### config.mk
export PLATFORM = sky130hd
export DESIGN_NAME = fpu_op_dispatch
export DESIGN_NICKNAME = d
export VERILOG_FILES = /design/src/rtl/fpu_dispatch_pkg.sv /design/src/rtl/fpu_tag_fifo.sv /design/src/rtl/fpu_op_dispatch.sv
export SDC_FILE = /design/constraint.sdc
export NUM_CORES = 1
export LEC_CHECK = 0
export BUFFER_PORTS_ARGS = -buffer_cell sky130_fd_sc_hd__buf_2
export CAP_MARGIN = 10
export CORE_AREA = 2 2 121 123
export CTS_BUF_LIST = sky130_fd_sc_hd__clkbuf_8
export DETAILED_ROUTE_END_ITERATION = 16
export DIE_AREA = 0 0 123 125
export PLACE_DENSITY = 0.49
export REMOVE_ABC_BUFFERS = 1
export SLEW_MARGIN = 30
export SYNTH_ARGS = -nofsm -noshare
export SYNTH_HDL_FRONTEND = slang
export SYNTH_HIERARCHICAL = 1
export SYNTH_SLANG_ARGS = --single-unit
export TNS_END_PERCENT = 50
### constraint.sdc
create_clock -name clk_i -period 3.5 [get_ports clk_i]
set_input_delay 0.875 -clock clk_i [delete_from_list [all_inputs] [get_ports clk_i]]
set_output_delay 0.875 -clock clk_i [all_outputs]
set_load 0.01 [all_outputs]
### src/rtl/fpu_dispatch_pkg.sv
// Shared types for the FPU op dispatcher: op encoding, unit tags, result flags.
package fpu_dispatch_pkg;

  localparam int unsigned TAG_W   = 2;
  localparam int unsigned FLAGS_W = 4;

  typedef enum logic [1:0] {
    OP_ADD  = 2'b00,
    OP_SUB  = 2'b01,
    OP_MUL  = 2'b10,
    OP_RSVD = 2'b11
  } fpu_op_e;

  typedef enum logic [TAG_W-1:0] {
    TAG_ADD  = 2'd0,
    TAG_MUL  = 2'd1,
    TAG_NULL = 2'd2
  } unit_tag_e;

  typedef struct packed {
    logic unimpl;
    logic invalid;
    logic ovf;
    logic unf;
  } fpu_flags_s;

endpackage

### src/rtl/fpu_tag_fifo.sv
// In-order unit-tag FIFO: depth_p entries, synchronous, no write-to-read bypass.
module fpu_tag_fifo
  import fpu_dispatch_pkg::*;
#(
  parameter int unsigned depth_p = 4
) (
  input  logic      clk_i,
  input  logic      reset_n_i,
  input  logic      push_i,
  input  unit_tag_e data_i,
  input  logic      pop_i,
  output unit_tag_e data_o,
  output logic      full_o,
  output logic      empty_o
);

  localparam int unsigned PTR_W = $clog2(depth_p);
  localparam int unsigned CNT_W = $clog2(depth_p + 1);

  unit_tag_e          mem_q [depth_p];
  logic [PTR_W-1:0]   wptr_q, wptr_d;
  logic [PTR_W-1:0]   rptr_q, rptr_d;
  logic [CNT_W-1:0]   cnt_q, cnt_d;
  logic               do_push, do_pop;

  assign full_o  = (cnt_q == CNT_W'(depth_p));
  assign empty_o = (cnt_q == '0);
  assign data_o  = mem_q[rptr_q];

  // Pointers wrap naturally because depth_p is a power of two.
  always_comb begin : next_state
    do_push = push_i & ~full_o;
    do_pop  = pop_i & ~empty_o;
    wptr_d  = wptr_q;
    rptr_d  = rptr_q;
    cnt_d   = cnt_q;
    if (do_push) wptr_d = wptr_q + PTR_W'(1);
    if (do_pop)  rptr_d = rptr_q + PTR_W'(1);
    if (do_push && !do_pop)      cnt_d = cnt_q + CNT_W'(1);
    else if (do_pop && !do_push) cnt_d = cnt_q - CNT_W'(1);
  end

  always_ff @(posedge clk_i) begin : state_reg
    if (!reset_n_i) begin
      wptr_q <= '0;
      rptr_q <= '0;
      cnt_q  <= '0;
    end else begin
      wptr_q <= wptr_d;
      rptr_q <= rptr_d;
      cnt_q  <= cnt_d;
    end
  end

  always_ff @(posedge clk_i) begin : storage
    if (do_push) mem_q[wptr_q] <= data_i;
  end

endmodule

### src/rtl/fpu_op_dispatch.sv
// Dispatches FP ops to add/sub and mul units and retires results in request order.
module fpu_op_dispatch
  import fpu_dispatch_pkg::*;
#(
  parameter int unsigned e_p     = 8,
  parameter int unsigned m_p     = 23,
  parameter int unsigned depth_p = 4
) (
  input  logic               clk_i,
  input  logic               reset_n_i,

  input  logic               v_i,
  output logic               ready_and_o,
  input  logic [1:0]         op_i,
  input  logic [e_p+m_p:0]   a_i,
  input  logic [e_p+m_p:0]   b_i,

  output logic               add_v_o,
  output logic [e_p+m_p:0]   add_a_o,
  output logic [e_p+m_p:0]   add_b_o,
  output logic               add_sub_o,
  input  logic               add_ready_and_i,
  input  logic               add_v_i,
  input  logic [e_p+m_p:0]   add_z_i,
  input  logic [3:0]         add_flags_i,
  output logic               add_yumi_o,

  output logic               mul_v_o,
  output logic [e_p+m_p:0]   mul_a_o,
  output logic [e_p+m_p:0]   mul_b_o,
  input  logic               mul_ready_and_i,
  input  logic               mul_v_i,
  input  logic [e_p+m_p:0]   mul_z_i,
  input  logic [3:0]         mul_flags_i,
  output logic               mul_yumi_o,

  output logic               v_o,
  output logic [e_p+m_p:0]   z_o,
  output logic               unimplemented_o,
  output logic               invalid_o,
  output logic               overflow_o,
  output logic               underflow_o,
  input  logic               yumi_i
);

  logic       is_add, is_mul, unit_rdy;
  logic       push, pop, head_rdy;
  logic       full, empty;
  unit_tag_e  push_tag, head_tag;
  fpu_flags_s flags;

  assign add_a_o   = a_i;
  assign add_b_o   = b_i;
  assign add_sub_o = op_i[0];
  assign mul_a_o   = a_i;
  assign mul_b_o   = b_i;

  // Request side: pick the target unit; reserved ops need no unit and are always ready.
  always_comb begin : dispatch
    is_add      = (op_i == OP_ADD) || (op_i == OP_SUB);
    is_mul      = (op_i == OP_MUL);
    push_tag    = TAG_NULL;
    unit_rdy    = 1'b1;
    if (is_add) begin
      push_tag = TAG_ADD;
      unit_rdy = add_ready_and_i;
    end else if (is_mul) begin
      push_tag = TAG_MUL;
      unit_rdy = mul_ready_and_i;
    end
    ready_and_o = reset_n_i & ~full & unit_rdy;
    add_v_o     = reset_n_i & v_i & is_add & ~full;
    mul_v_o     = reset_n_i & v_i & is_mul & ~full;
    push        = v_i & ready_and_o;
  end

  // Result side: only the unit named by the head tag may retire.
  always_comb begin : retire
    head_rdy = 1'b0;
    z_o      = '0;
    flags    = '0;
    if (reset_n_i && !empty) begin
      case (head_tag)
        TAG_ADD:  head_rdy = add_v_i;
        TAG_MUL:  head_rdy = mul_v_i;
        TAG_NULL: head_rdy = 1'b1;
        default:  head_rdy = 1'b0;
      endcase
    end
    if (head_rdy) begin
      case (head_tag)
        TAG_ADD: begin
          z_o   = add_z_i;
          flags = fpu_flags_s'(add_flags_i);
        end
        TAG_MUL: begin
          z_o   = mul_z_i;
          flags = fpu_flags_s'(mul_flags_i);
        end
        default: flags.unimpl = 1'b1;
      endcase
    end
    v_o        = head_rdy;
    pop        = head_rdy & yumi_i;
    add_yumi_o = pop & (head_tag == TAG_ADD);
    mul_yumi_o = pop & (head_tag == TAG_MUL);
  end

  assign {unimplemented_o, invalid_o, overflow_o, underflow_o} = flags;

  fpu_tag_fifo #(
    .depth_p (depth_p)
  ) u_tag_fifo (
    .clk_i     (clk_i),
    .reset_n_i (reset_n_i),
    .push_i    (push),
    .data_i    (push_tag),
    .pop_i     (pop),
    .data_o    (head_tag),
    .full_o    (full),
    .empty_o   (empty)
  );

endmodule

# Word-level counts from Yosys, hierarchy flattened

Memories as Yosys holds them, arrays and structs flattened. A register that Yosys moved wholly into a read port is not among the register bits.
Index checks and enable logic that the tools add are counted.
Widths: inputs -> output; s select.

Flip-flop bits (word level): 7
Bits in latches: 0
Bits in writable memories: 8
ROM bits: 0
Bits of input ports: 146
Output and inout port bits: 171
Logic and storage cells: 56
Memories kept: 1

Memory list:

| memory           | words | width | rd ports | clocked after Yosys merged registers in | wr ports | line               | text |
|---|---|---|---|---|---|---|---|
| u_tag_fifo.mem_q | 4     | 2     | 1        | 1                                       | 1        | fpu_tag_fifo.sv:20 | `unit_tag_e mem_q [depth_p];` |

Add/sub/neg operators: 4
Multiply operators: 0
Divide/modulo/power cells: 0
Magnitude comparators: 0
Equality and inequality tests: 5
Shifts and indexed selects: 0
Multiplexer cells: 17
Bitwise operators: 15
Reduce and logical (&&, ||, !) cells: 11

Operator list:

| kind                | count |
|---|---|
| $pmux 32 s2         | 1 |
| $mux 32             | 1 |
| $and 1x1->1         | 13 |
| $mux 2              | 4 |
| $mux 3              | 2 |
| $pmux 3 s2          | 1 |
| $mux 1              | 5 |
| $add 2x1->2 const B | 2 |
| $eq 2x1->1 const B  | 2 |
| $eq 2x2->1 const B  | 2 |
| $logic_not 2->1     | 2 |
| $mux 4              | 1 |
| $add 3x1->3 const B | 1 |
| $eq 3x3->1 const B  | 1 |
| $logic_and 1x1->1   | 3 |
| $logic_not 1->1     | 3 |
| $logic_not 3->1     | 1 |
| $pmux 1 s3          | 1 |
| $sub 3x1->3 const B | 1 |
| $not 1->1           | 2 |
| $pmux 1 s2          | 1 |
| $reduce_bool 2->1   | 1 |
| $logic_or 1x1->1    | 1 |

# Depth between registers and ports, before layout

Depth after elaboration: 10
Gate-level depth with buffers: 12
Mapped depth without buffers: 10

# By module

The synthesis kept the hierarchy.

Modules (own cells, without submodules):

| module          | times used | cells an instance | area an instance (um^2) |
|---|---|---|---|
| fpu_op_dispatch | 1          | 236               | 1,916.8 |
| fpu_tag_fifo    | 1          | 58                | 774.5 |

# Least setup slack after synthesis

No wires, ideal clock.

Path kind: in2reg
Start point: input reset_n_i
End point: register u_tag_fifo.cnt_q[2]
Data arrival time: 2.784 ns
Data required time: 3.430 ns
Setup slack: 0.646 ns
Cell stages on the path: 10
Buffers on the path: 1
Cells stage by stage: or2b_1 > nor4_1 > nor2b_1 > buf_6 > ha_1 > inv_1 > fa_1 > xor2_1 > or3_1 > a21boi_1

Word-level cells in the longest chain between the ends: 7
Elaborated cells on any way between the ends: 14

RTL lines:

| element                     | line                  | text |
|---|---|---|
| start, declared             | fpu_op_dispatch.sv:10 | `input logic reset_n_i,` |
| $and 1x1->1 * (2 in series) | fpu_op_dispatch.sv:71 | `ready_and_o = reset_n_i & ~full & unit_rdy;` |
| $and 1x1->1 *               | fpu_op_dispatch.sv:74 | `push = v_i & ready_and_o;` |
| net push                    | fpu_op_dispatch.sv:47 | `logic push, pop, head_rdy;` |
| $and 1x1->1 *               | fpu_tag_fifo.sv:32    | `do_push = push_i & ~full_o;` |
| net u_tag_fifo.do_push      | fpu_tag_fifo.sv:24    | `logic do_push, do_pop;` |
| $logic_not 1->1             | fpu_tag_fifo.sv:40    | `else if (do_pop && !do_push) cnt_d = cnt_q - CNT_W'(1);` |
| $logic_and 1x1->1           | fpu_tag_fifo.sv:40    |  |
| $reduce_bool 2->1 (no line) | --                    |  |
| end signal, assigned        | fpu_tag_fifo.sv:51    | `cnt_q <= cnt_d;` |
| end, declared               | fpu_tag_fifo.sv:23    | `logic [CNT_W-1:0] cnt_q, cnt_d;` |

The timed path passes the listed nets; every way through them passes the cells marked *.
A chain may end at the register's enable or synchronous reset.

==> run summary <==
Commonest non-fill, non-tap cell in the layout: buf_2
Finished Core Util: 18.01%
First-pass GRT wire length: 20,020 um
CTS tree: built
Syn. warnings: 6
Min-Delay Path Class: flip-flop to flip-flop
Most frequent cells in the layout: 124 x buf_2, 39 x mux2i_1, 30 x nor3_2
Synthesized instance count: 294
DP HPWL: 14,430 um
Share of cells above drive strength 1: 59.30%
Drt drc: 0
Row cnt: 44
Worst Setup End Kind: output port
Synthesized area: 2691 sq um
Slew margin rel.: 33.88%
Area of the die: 15,380 sq um
Antenna violations before repair: 7
Min Clock Period, post-route: 3.239 ns
Synth cell types: 35
DIE WIDTH: 123 um
Max frequency: 308.7 MHz
Placed Cells: 464
Share of the yosys chip area belonging to registers: 15.62%
Hold buffer count at cts: 0
Total Wirelength: 16,140 um
GR Layer Usage met3: 26.05%
Leakage power: 1.189 nW
MaxCap Viol Count: 0
CP peak stage delay: 0.63 ns
Final hold vios: 0
Final setup violation count: 0
Worst-Skew Late Latency: 0.24 ns
Via/cell ratio: 4.353
Layout area overhead: -4.928%
Drt initial violations: 93
Worst Max-Slew Pin Slew: 0.9725 ns
PostCTS Resize Cnt: 0
Gpl congestion: 0.8605
Bufs and invs on worst path: 2
Slowest cell on the critical path: mux4_2
Non-filler instance count after layout: 470
CP cell instances: mux4_2 > mux2i_4 > buf_4 > nor3_2 > buf_2
Largest net degree at the start of global routing: 39
Final ANT Viol Nets: 0
Max IR drop VDD: 0.0001640 V
Worst-path clk slew: 0.06 ns
Clk_skew: 0.006658 ns
Async SR Flop Fraction: 0%
GRT Util Overall: 19.61%
Global routing usage on met1: 14.04%
Area of the core: 14,200 sq um
TritonRoute pass-1 iters: 4
Fin crit share: 92.55%
Vias in the first global route: 2,078
# H-tree levels: 1
Critical path's top delay family: multiplexers
Drt wl/cell: 34.35 um
Critical path arrival: 2.36 ns
Ys flop type: dfxtp_1
Crit Path Class: flip-flop to output port
Clock Path Buffers: 2
Clock net sink count: 17
CTS root buffer: clkbuf_8
Final Slew Violations: 0
NumNets Final: 438
RSZ-0062 raised after global routing: false
GR Layer Usage met2: 30.65%
DR vias: 2,046
Mean post-synth cell area: 9.154 sq um
CTS buffer count: 3
Port Buffers: 124
Outcome: finished, final reports clean
Critical path required time: 2.62 ns
Most Crowded Layer GR: met2
Setup crit start kind: flip-flop
EDFF count, synth: 8
Seq cells post-synth: 17
Pwr dens: 229.9 nW/um^2
I/O Pins: 317
Global route total overflow: 0
Critical path peak fanout: 13
Starting Density: 18.95%
Die height: 125 um
==> per-layer routing <==
metal	vias up	part of all wire [%]	wire length, um
li1	842	-	-
met1	906	24	3916
met2	274	44	7139
met3	18	29	4723
met4	6	2.0	330
met5	-	0.21	34
==> stage by stage <==
| step | worst slack (ns) | area [sq um] | hold slack (ns) | total power [W] | TNS (ns) |
|---|---|---|---|---|---|
| after global placement | 0.2125 | 2497 | 0.4797 | 0.0004513 | 0 |
| final | 0.2609 | 2559 | 0.5091 | 0.0005884 | 0 |
| after floorplan | -0.02690 | 1609 | 0.4677 | 0.0003560 | -0.1345 |
| after CTS | 0.2213 | 2556 | 0.5096 | 0.0005942 | 0 |
| after detailed placement | 0.1729 | 2497 | 0.4934 | 0.0004559 | 0 |
| after global routing | 0.1279 | 2556 | 0.5255 | 0.0006257 | 0 |
==> cell usage after synthesis (2+ instances only) <==
| cell | count | area (sq um) |
|---|---|---|
| nor4_1 | 3 | 18.77 |
| nor3_2 | 30 | 300.3 |
| dfxtp_1 | 9 | 180.2 |
| inv_1 | 7 | 26.28 |
| or2b_1 | 2 | 15.01 |
| edfxtp_1 | 8 | 240.2 |
| buf_4 | 132 | 991.0 |
| and2_1 | 9 | 56.30 |
| nor3_1 | 7 | 35.03 |
| nor3b_1 | 2 | 15.01 |
| nor2b_1 | 3 | 18.77 |
| nand2_1 | 4 | 15.01 |
| mux2i_1 | 39 | 390.4 |
| xnor2_1 | 3 | 26.28 |
| buf_2 | 4 | 20.02 |
| ha_1 | 5 | 62.56 |
| nand3b_1 | 2 | 15.01 |
| nor2_1 | 2 | 7.510 |
| mux4_2 | 2 | 45.04 |
| buf_6 | 6 | 67.56 |
==> worst paths after layout <==
kind,start,endpoint,slack (ns),depth (start not counted)
min reg2reg,u_tag_fifo/wptr_q[1],u_tag_fifo/wptr_q[1],0.51,2
max,flip-flop,z_o[3],0.26,5
min,u_tag_fifo/wptr_q[1],u_tag_fifo/wptr_q[1],0.51,2
max reg2reg,flip-flop,u_tag_fifo/cnt_q[2],0.63,10
==> cell families (layout without fill, tap and decap cells) <==
logic type / count (synthesis) / in the layout / share of synthesized area, %
other: 0 / 1 / 0
adder cells (fa/ha/maj): 6 / 6 / 3.068
AO/OA/AOI/OAI: 8 / 8 / 2.325
flip-flops: 17 / 17 / 15.62
AND/OR/NAND/NOR: 67 / 67 / 19.48
XOR/XNOR: 4 / 4 / 1.302
multiplexers: 42 / 43 / 17.01
buffers and inverters: 150 / 140 / 41.19
==> cell type report <==
cell class	instances	area, sq um
Antenna cell	1	2.502
Multi-Input combinational cell	128	1176
Sequential cell	17	420.4
Inverter	7	26.28
Tap cell	184	230.2
Clock inverter	1	3.754
Clock buffer	3	41.29
Timing Repair Buffer	129	658.1
Fill cell	1628	11640
==> what timing repair did <==
action / CTS / global route
endpoints found under the setup margin: 13 / 0
endpoints found under the hold margin: 0 / 0
setup buffers: 0 / 0
==> where the power goes <==
group | leakage (nW) | switching, W | internal [W]
combinational | 1.02 | 0.000124 | 0.000102
clock | 0.0269 | 0.0000582 | 0.0000774
sequential | 0.147 | 0.0000108 | 0.000216
total | 1.19 | 0.000193 | 0.000395
==> worst register-to-register path: cells and delay by family (launching register included) <==
kind            cells  cell delay, ns
compound gates      4            0.95
mux                 1            0.63
fa+ha+maj           2            0.41
flops               1            0.37
simple gates        1            0.30
xor+xnor            1            0.08
buf+inv             1            0.07
Note: power is estimated with default switching activity, not from simulation.
